===== src/rtl/mem_port_arbiter.sv =====
// mem_port_arbiter: round-robin arbiter sharing one memory port between a fetch and a data requester,
// with registered transfer attributes and a per-transfer timeout abort.
module mem_port_arbiter #(
  parameter int TIMEOUT = 15
) (
  input  logic        clk,
  input  logic        reset,
  input  logic        req0,
  input  logic [31:0] addr0,
  output logic        ack0,
  output logic        err0,
  output logic [31:0] rdata0,
  input  logic        req1,
  input  logic [31:0] addr1,
  input  logic [31:0] wdata1,
  input  logic        we1,
  output logic        ack1,
  output logic        err1,
  output logic [31:0] rdata1,
  output logic        mem_req,
  output logic [31:0] mem_addr,
  output logic [31:0] mem_wdata,
  output logic        mem_we,
  input  logic        mem_ack,
  input  logic [31:0] mem_rdata,
  output logic        sel
);
  typedef enum logic {IDLE, BUSY} state_t;
  state_t      state_q, state_d;
  logic        sel_q, sel_d, last_q, last_d, we_q, we_d;
  logic [7:0]  cnt_q, cnt_d;
  logic [31:0] addr_q, addr_d, wdata_q, wdata_d;
  logic        grant, busy, tmo, live;
  assign busy  = (state_q == BUSY);
  // Contention goes to whoever was not served last; otherwise the sole requester.
  assign grant = (req0 & req1) ? ~last_q : req1;
  assign tmo   = busy & ~mem_ack & (cnt_q == 8'(TIMEOUT - 1));
  always_comb begin
    state_d = state_q;
    sel_d   = sel_q;
    last_d  = last_q;
    cnt_d   = cnt_q;
    addr_d  = addr_q;
    wdata_d = wdata_q;
    we_d    = we_q;
    if (!busy && (req0 || req1)) begin
      state_d = BUSY;
      sel_d   = grant;
      cnt_d   = '0;
      addr_d  = grant ? addr1 : addr0;
      wdata_d = grant ? wdata1 : '0;
      we_d    = grant & we1;
    end else if (busy && (mem_ack || tmo)) begin
      state_d = IDLE;
      last_d  = sel_q;
      cnt_d   = '0;
    end else if (busy) begin
      cnt_d = cnt_q + 8'd1;
    end
  end
  always_ff @(posedge clk) begin
    if (reset) begin
      state_q <= IDLE;
      sel_q   <= 1'b0;
      last_q  <= 1'b1;
      cnt_q   <= '0;
      addr_q  <= '0;
      wdata_q <= '0;
      we_q    <= 1'b0;
    end else begin
      state_q <= state_d;
      sel_q   <= sel_d;
      last_q  <= last_d;
      cnt_q   <= cnt_d;
      addr_q  <= addr_d;
      wdata_q <= wdata_d;
      we_q    <= we_d;
    end
  end
  // Reset suppresses every handshake output, even a coincident mem_ack.
  assign live      = busy & ~reset;
  assign mem_req   = live;
  assign ack0      = live & mem_ack & ~sel_q;
  assign ack1      = live & mem_ack & sel_q;
  assign err0      = live & tmo & ~sel_q;
  assign err1      = live & tmo & sel_q;
  assign rdata0    = ack0 ? mem_rdata : '0;
  assign rdata1    = ack1 ? mem_rdata : '0;
  assign sel       = sel_q;
  assign mem_addr  = addr_q;
  assign mem_wdata = wdata_q;
  assign mem_we    = we_q;
endmodule


===== config.mk =====
export PLATFORM = sky130hd
export DESIGN_NAME = mem_port_arbiter
export DESIGN_NICKNAME = d
export VERILOG_FILES = /design/src/rtl/mem_port_arbiter.sv
export SDC_FILE = /design/constraint.sdc
export NUM_CORES = 1
export LEC_CHECK = 0
export CAP_MARGIN = 20
export CORE_AREA = 2 2 104 106
export DETAILED_ROUTE_END_ITERATION = 6
export DIE_AREA = 0 0 106 108
export DONT_BUFFER_PORTS = 1
export GPL_TIMING_DRIVEN = 0
export PLACE_DENSITY = 0.5
export SYNTH_ARGS = -nofsm -noshare
export SYNTH_HDL_FRONTEND = slang
export SYNTH_SLANG_ARGS = --single-unit

===== constraint.sdc =====
create_clock -name clk -period 4.1 [get_ports clk]
set_clock_uncertainty 0.1 [all_clocks]
set_input_delay 0.82 -clock clk [delete_from_list [all_inputs] [get_ports clk]]
set_output_delay 0.82 -clock clk [all_outputs]
set_load 0.03 [all_outputs]

==> results.yml <==
timing:
  holdWs_ns: 0.439
  relSlewSlack_pct: 55.4
  setup_tns_ns: 0
  hold_viol_final: 0
  post-route-min-period_ns: 3.52
  fmax_ghz: 0.284
  period_share_pct: 85.8
  tightest_slew_ns: 0.664
  finalSetupViolations: 0
  drv_slew: 0
  rsz0062_at_grt: "false"
power_and_ir_drop:
  p_leak_nw: 1.42
  p_per_area_nw_per_um2: 480
  ir_drop_mv: 0.202
floorplan:
  dieArea_um2: 11400
  initial_core_util_pct: 32.6
  row_count: 37
  fp.dieW_um: 106
  ioPinCount: 269
  die_h_um: 108
  coreArea_um2: 10200
worst_hold_path:
  min_path_cells: 2
  hold_path_startpoint: "cnt_q[4]$_SDFFE_PP0P_"
  hp-class: "register to register"
  timing.hold.worst_endpoint: "cnt_q[4]$_SDFFE_PP0P_"
clock_tree:
  htree_levels: 3
  hold_buffers: 0
  cts_tree: "done"
  clkSlewWorstSetupHoldPaths_ns: 0.09
  ctsResizeCount: 0
  clock_tree.buffer_depth: 2
  clk-insertion-delay-late_ns: 0.35
  clock_sinks: 76
  cts_buffers: 9
  clockRootBuffer: "clkbuf_8"
  post_cts_buffers: 0
setup_path:
  reg2reg_depth: 5
  crit_slowest_cell: "clkbuf_1"
  path_delay_family: "simple AND/OR/NAND/NOR gates"
  path_cells: "nand2b_1 -> inv_1 -> and3_1 -> clkbuf_1 -> and2_1"
  r2r_setup_slack_ns: 2.29
  slowest_delay_ns: 0.54
  worst-setup-path-type: "input pin to output pin"
  crit_arrival_ns: 2.60
  worst_setup_path_end_kind: "output pin"
  reg2reg_to: "last_q$_SDFFE_PP1P_"
  critical_path_depth: 5
  crit_fanout: 10
  r2r-start: "cnt_q[0]$_SDFFE_PP0P_"
  required_ns: 3.18
  worst_setup_path_start_kind: "input pin"
  path_buf_inv: 2
synthesis:
  synth_edf_count: 0
  async_flop_share_pct: 0
  syn-num-nets: 462
  ys_types: 42
  ys_warn_count: 0
  yosysSeqAreaShare_pct: 45.7
  synth.most_common_cell: "dfxtp_1"
  ys_top_cells_by_area: "dfxtp_1 (46%), and2_1 (12%), mux2i_1 (9.6%), a22o_1 (8.7%), o2bb2ai_1 (8.4%)"
  ys.flop_type: "dfxtp_1"
  synthCells: 326
  synth_top_area_share_pct: 45.7
  yosys.area.top_type: "dfxtp_1"
  synth_common_cells: "dfxtp_1 (76), and2_1 (66), a22o_1 (33)"
  syn-cell-area_um2: 3330
  synth_area_per_cell_um2: 10.2
  synth_seq_cells: 76
global_route:
  overflow: 0
  grt.total_usage_pct: 16.0
  grt_pass1_wl_um: 13900
  grt_max_degree: 15
  antenna_found_initial: 0
  grt_pass1_vias: 2492
finish:
  drive_gt1_share_pct: 9.94
  antennaDiodeCount: 0
  fillerInstances: 1019
  syn_to_final_growth_pct: 12.5
  layout.nets: 473
  finish.utilization_pct: 36.7
  finish.instance_area_um2: 3750
drt:
  wirelength_um: 9800
  ant_nets: 0
  dr_total_vias: 2606
  first_pass_iters: 4
  wl_per_cell_um: 20.5
  drt_iter0_markers: 113
  drc: 0
  vias_per_cell: 5.45
placement:
  dp_hpwl_um: 7880
  place_area_um2: 3500
  numPortBuffers: 0
  gp_congestion: 0.769
job:
  max_cap_viol_count: 0
run_status:
  outcome: "completed"
-- logic make-up (layout without fill, tap and decap cells) --
kind of cell | count (synthesis) | count (layout) | synth area share [%]
muxes | 32 | 32 | 9.61
AOI/OAI and AO/OA | 85 | 85 | 21.3
xor gates and xnor gates | 2 | 2 | 0.526
buffers and inverters | 28 | 44 | 3.57
DFF | 76 | 76 | 45.7
and+or+nand+nor | 101 | 101 | 18.6
adders and majority gates | 2 | 2 | 0.751
-- report_power, final --
part / switching (mW) / internal (mW) / total [mW] / leakage (nW)
clock network: 0.292 / 0.408 / 0.700 / 0.120
registers: 0.135 / 0.790 / 0.925 / 0.622
logic: 0.108 / 0.0674 / 0.176 / 0.680
-- registers in the layout, summed over array words and instances, names as in the netlist --
signal,flops
mem_addr,32
mem_wdata,32
cnt_q,8
busy,1
last_q,1
mem_we,1
sel,1
-- metal layers --
metal / track usage [%] / part of all wire, % / vias to the layer above / routed length [um]
met5: 0 / 0 / - / 0
met2: 30.2 / 53 / 191 / 5160
met1: 15.8 / 35 / 1193 / 3460
li1: - / - / 1210 / -
met3: 6.21 / 10 / 12 / 997
met4: 6.30 / 1.9 / 0 / 184
-- worst reg2reg max path: stages, from the launching register on --
cell and delay, ns:
dfxtp_1 0.37, inv_1 0.08, ha_1 0.20, or4b_4 0.48, o31a_1 0.29, a211oi_1 0.21
-- through the flow --
step	power (mW)	worst slack, ns	cells
after global routing	1.87	0.442	478
after detailed placement	1.12	0.557	462
after floorplan	1.08	0.905	326
after global placement	1.12	0.574	462
after CTS	1.82	0.551	478
final	1.80	0.582	478
-- cells in the final DEF, fill, tap and decap left out, types with 2 or more instances in the layout --
cell       count
o21ai_0        3
bufinv_16      3
and3_1         2
buf_2         11
mux2i_1       32
dfxtp_1       76
a21oi_1        2
buf_1          3
nor3_1         6
a22o_1        33
nand2b_1       2
clkbuf_8       9
a211oi_1       3
o2bb2ai_1     32
nand2_1        8
and2_1        66
nand4_1        2
nor2_1         4
o31ai_1        2
inv_1          3
ha_1           2
clkinv_4       2
or2_2          2
clkbuf_1      11
-- worst max-delay path by stage --
stage / from / endpoint / slack, ns
final: reset / rdata1[30] / 0.58
after global routing: reset / rdata1[30] / 0.44
after CTS: reset / rdata1[30] / 0.55
after detailed placement: reset / rdata1[30] / 0.56
after global placement: reset / rdata1[30] / 0.57
after floorplan: reset / rdata1[22] / 0.90
-- area by class of cell --
cell class	count	area (um2)	area share [%]
multi-input combinational	222	1690	45.1
inverter	3	11.3	0.300
sequential	76	1520	40.6
clock inverter	7	124	3.30
tap	136	170	4.54
clock buffer	9	124	3.30
buffer	25	108	2.87
Note: power is estimated with default switching activity, not from simulation.
==> edit 1, RTL diff (same settings) <==
Take the reset off `addr_q` and load it in a clocked block of its own.
--- a/src/rtl/mem_port_arbiter.sv
+++ b/src/rtl/mem_port_arbiter.sv
@@ -66,3 +66,2 @@
       cnt_q   <= '0;
-      addr_q  <= '0;
       wdata_q <= '0;
@@ -74,3 +73,2 @@
       cnt_q   <= cnt_d;
-      addr_q  <= addr_d;
       wdata_q <= wdata_d;
@@ -78,2 +76,6 @@
     end
+  end
+
+  always_ff @(posedge clk) begin
+    addr_q <= addr_d;
   end
Behaviour: not the same (a bounded check fails within 4 cycles, from zero or initial values and one cycle with reset high).
==> edit 1 against the unedited design <==
- global-route usage down 3.4 points
- sequential cell count unchanged
- setup slack got worse by 0.064 ns
- final area decreased by 0.80%
- via count decreased by 15%
- sequential power increased by 4.0%
- synthesized area grew 0.30%
- critical path depth stayed put
- count of clock-buffer cells in the layout is 3 higher
- routed wire length decreased by 18%
- clock power shrank 20%
- power decreased by 7.7%
- critical path type unchanged
- sequential share of layout area increased by 8.9 points
==> edit 1: results <==
[global_routing]
grt_max_degree = 35
grt_usage = 0.126
grt_pass1_vias = 2024

[logic_synthesis]
synthTopCellsByArea = edfxtp_1 29%, dfxtp_1 26%, and2_1 12%, mux2_2 11%, a22o_1 8.6%
synth_nets = 411
ys_types = 33
synth-edff-count = 32
netlist_top_cells_count = 64 x and2_1, 44 x dfxtp_1, 33 x a22o_1

[routing]
routed-wl-met2_um = 4120
drtIter0Drc = 91
drt-pass1-iter-count = 5
met1_length_um = 3330
wl_per_cell_um = 18.9
routed-via-count = 2203

[worst_setup_path]
reg2regPathDepth = 4
crit_path_top_delay_cell = nor2b_1
worstPathArrival_ns = 2.66
slowest_delay_ns = 0.66

[power_and_ir_drop]
ir_drop_mv = 0.225
p_leak_nw = 1.35
power_density_nw_per_um2 = 447

[final_layout]
nNetsFinal = 422

[clocking]
clk_latency_ns = 0.33
path_clk_slew_ns = 0.07

[outcome]
status = completed

[placed_design]
dp_hpwl_um = 6180
-- edit 1: path summary, 6_finish.rpt --
kind	end	startpoint	slack, ns
min reg2reg	cnt_q[7]	cnt_q[7]	0.41
max	rdata1[24]	reset	0.52
max reg2reg	mem_wdata[10]	busy	1.94
min	cnt_q[7]	cnt_q[7]	0.41
-- edit 1: report_power, final --
group / total, mW / leakage [nW] / switching [mW] / internal [mW]
Combinational: 0.139 / 0.579 / 0.0832 / 0.0555
Sequential: 0.962 / 0.671 / 0.115 / 0.847
Clock: 0.561 / 0.102 / 0.285 / 0.277
-- edit 1: final cells by class --
| class | instances | area, um2 |
|---|---|---|
| Inverter | 2 | 7.51 |
| Multi-Input combinational cell | 179 | 1420 |
| Sequential cell | 76 | 1840 |
| Clock inverter | 4 | 28.8 |
| Clock buffer | 12 | 166 |
| Tap cell | 136 | 170 |
| Fill cell | 995 | 6510 |
| Buffer | 18 | 81.3 |
-- edit 1: cell families after synthesis --
group,after synthesis,share of synthesized area
mux,33,0.111
xor+xnor,4,0.0105
flops,76,0.551
fa+ha+maj,2,0.00749
buf+inv,20,0.0266
simple gates,96,0.178
compound gates,44,0.116
-- edit 1: layer usage --
metal  global-route usage  vias to the layer above
li1                     -                     1021
met1                0.154                     1052
met2                0.210                      120
met3               0.0464                       10
met4               0.0376                        0
met5                    0                        -
-- edit 1: through the flow --
stage          instances  hold slack, ns  instance area [um2]
6_report             427           0.409                 3720
5_1_grt              427           0.463                 3720
4_1_cts              427           0.411                 3720
3_5_place_dp         411           0.399                 3520
3_3_place_gp         411           0.393                 3510
2_1_floorplan        275           0.368                 3340
-- edit 1: worst max-delay path: cells and delay by family --
kind | cells | cell delay (ns)
simple gates | 3 | 1.38
buf+inv | 2 | 0.46
==> edit 2, RTL diff (same settings) <==
Without the edit above. `TIMEOUT`: 15 -> 8.
--- a/src/rtl/mem_port_arbiter.sv
+++ b/src/rtl/mem_port_arbiter.sv
@@ -3,3 +3,3 @@
 module mem_port_arbiter #(
-  parameter int TIMEOUT = 15
+  parameter int TIMEOUT = 8
 ) (
Function: changed (a bounded check fails within 10 cycles, from zero or initial values and one cycle with reset high).
==> edit 2 against the unedited design <==
- power decreased by 2.7%
- routed wire length decreased by 0.27%
- first-iteration DRC count decreased by 12%
- synthesized area increased by 0.15%
- global-route usage about the same
- final area decreased by 0.30%
- setup slack improved by 0.19 ns
- final cell count decreased by 2.3%
- register-to-register slack improved by 0.14 ns
- sequential cell count unchanged
- sequential share of layout area increased by 0.12 points
- non-clock buffer count unchanged
- clock power decreased by 7.7%
- die area unchanged
==> edit 2: results <==
[placed_design]
routabilityCongestion = 0.733
dp_hpwl_um = 7780
placed_area_um2 = 3510
io_buffers = 0

[logic_synthesis]
yosysWarnings = 0
yosysSeqAreaShare = 0.456
netlist_top_cells_count = 76 x dfxtp_1, 65 x and2_1, 33 x a22o_1, 33 x mux2i_1, 32 x o2bb2ai_1
ys_types = 39
synthTopCellsByArea = dfxtp_1 46%, and2_1 12%, mux2i_1 9.9%, a22o_1 8.7%, o2bb2ai_1 8.4%
synth_nets = 450

[worst_setup_path]
crit_path_top_delay_cell = nor2b_1
crit_end = rdata1[25]
r2r_end = cnt_q[5]
worstPathArrival_ns = 2.41
slowest_delay_ns = 0.59
rrSetupSlack_ns = 2.43
reg2regPathDepth = 4
setup.worst_path.start = busy

[routing]
wl_um = 9770
routed-via-count = 2502
drtIter0Drc = 99

[clocking]
cts_resized = 0
clk_latency_ns = 0.34

[final_layout]
nNetsFinal = 461
n_fill_cell = 1019
drive_gt1_frac = 0.130

[outcome]
status = completed

[timing]
slew_headroom = 0.550

[global_routing]
grt_antenna_before_repair = 0
grt_max_degree = 15
grt_first_pass_wirelength_um = 13700
grt_usage = 0.160

[power_and_ir_drop]
p_leak_nw = 1.45
ir_drop_mv = 0.221
-- edit 2: layout make-up --
class / instances / area share
clock buffer: 10 / 0.0368
tap: 136 / 0.0455
sequential: 76 / 0.407
buffer: 25 / 0.0371
multi-input combinational: 214 / 0.448
clock inverter: 6 / 0.0251
-- edit 2: kinds of logic (layout without fill, tap and decap cells) --
logic type	Yosys count	in the layout	synth area share
multiplexers	33	33	0.0990
adder cells (fa/ha/maj)	1	1	0.00375
flip-flops	76	76	0.456
XOR/XNOR	4	4	0.0105
AND/OR/NAND/NOR	94	94	0.182
buffers and inverters	25	41	0.0416
AO/OA/AOI/OAI	82	82	0.207
-- edit 2: worst register-to-register path: stages, from the launching register on --
cell and delay [ns]:
dfxtp_1 0.39, ha_1 0.26, nand3_4 0.13, o31ai_4 0.49
a22oi_1 0.17
-- edit 2: worst min path at each step --
stage | from | endpoint | slack, ns | depth (start not counted)
floorplan | cnt_q[7] | cnt_q[7] | 0.36 | 2
detailed placement | cnt_q[7] | cnt_q[7] | 0.39 | 2
finish | cnt_q[7] | cnt_q[7] | 0.40 | 2
global route | cnt_q[7] | cnt_q[7] | 0.45 | 2
global placement | cnt_q[7] | cnt_q[7] | 0.38 | 2
CTS | cnt_q[7] | cnt_q[7] | 0.40 | 2
-- edit 2: power by group --
part / switching [mW] / leakage [nW] / internal, mW
clock: 0.281 / 0.113 / 0.365
combinational: 0.109 / 0.714 / 0.0725
sequential: 0.136 / 0.622 / 0.789
total: 0.525 / 1.45 / 1.23
-- edit 2: per-layer routing --
layer | GRT usage | share of wire | vias to the layer above
met5 | 0 | 0 | -
met4 | 0.0733 | 0.020 | 0
met3 | 0.0603 | 0.089 | 14
met2 | 0.288 | 0.52 | 184
met1 | 0.167 | 0.37 | 1140
li1 | - | - | 1164
-- edit 2: stage by stage --
stage | worst slack, ns | std cells | power [mW] | util | hold WS [ns]
floorplan | 1.01 | 315 | 1.08 | - | 0.359
global placement | 0.770 | 451 | 1.13 | 0.343 | 0.376
detailed placement | 0.748 | 451 | 1.13 | 0.343 | 0.389
CTS | 0.707 | 467 | 1.78 | 0.365 | 0.401
global route | 0.614 | 467 | 1.84 | 0.365 | 0.446
finish | 0.771 | 467 | 1.75 | 0.365 | 0.401
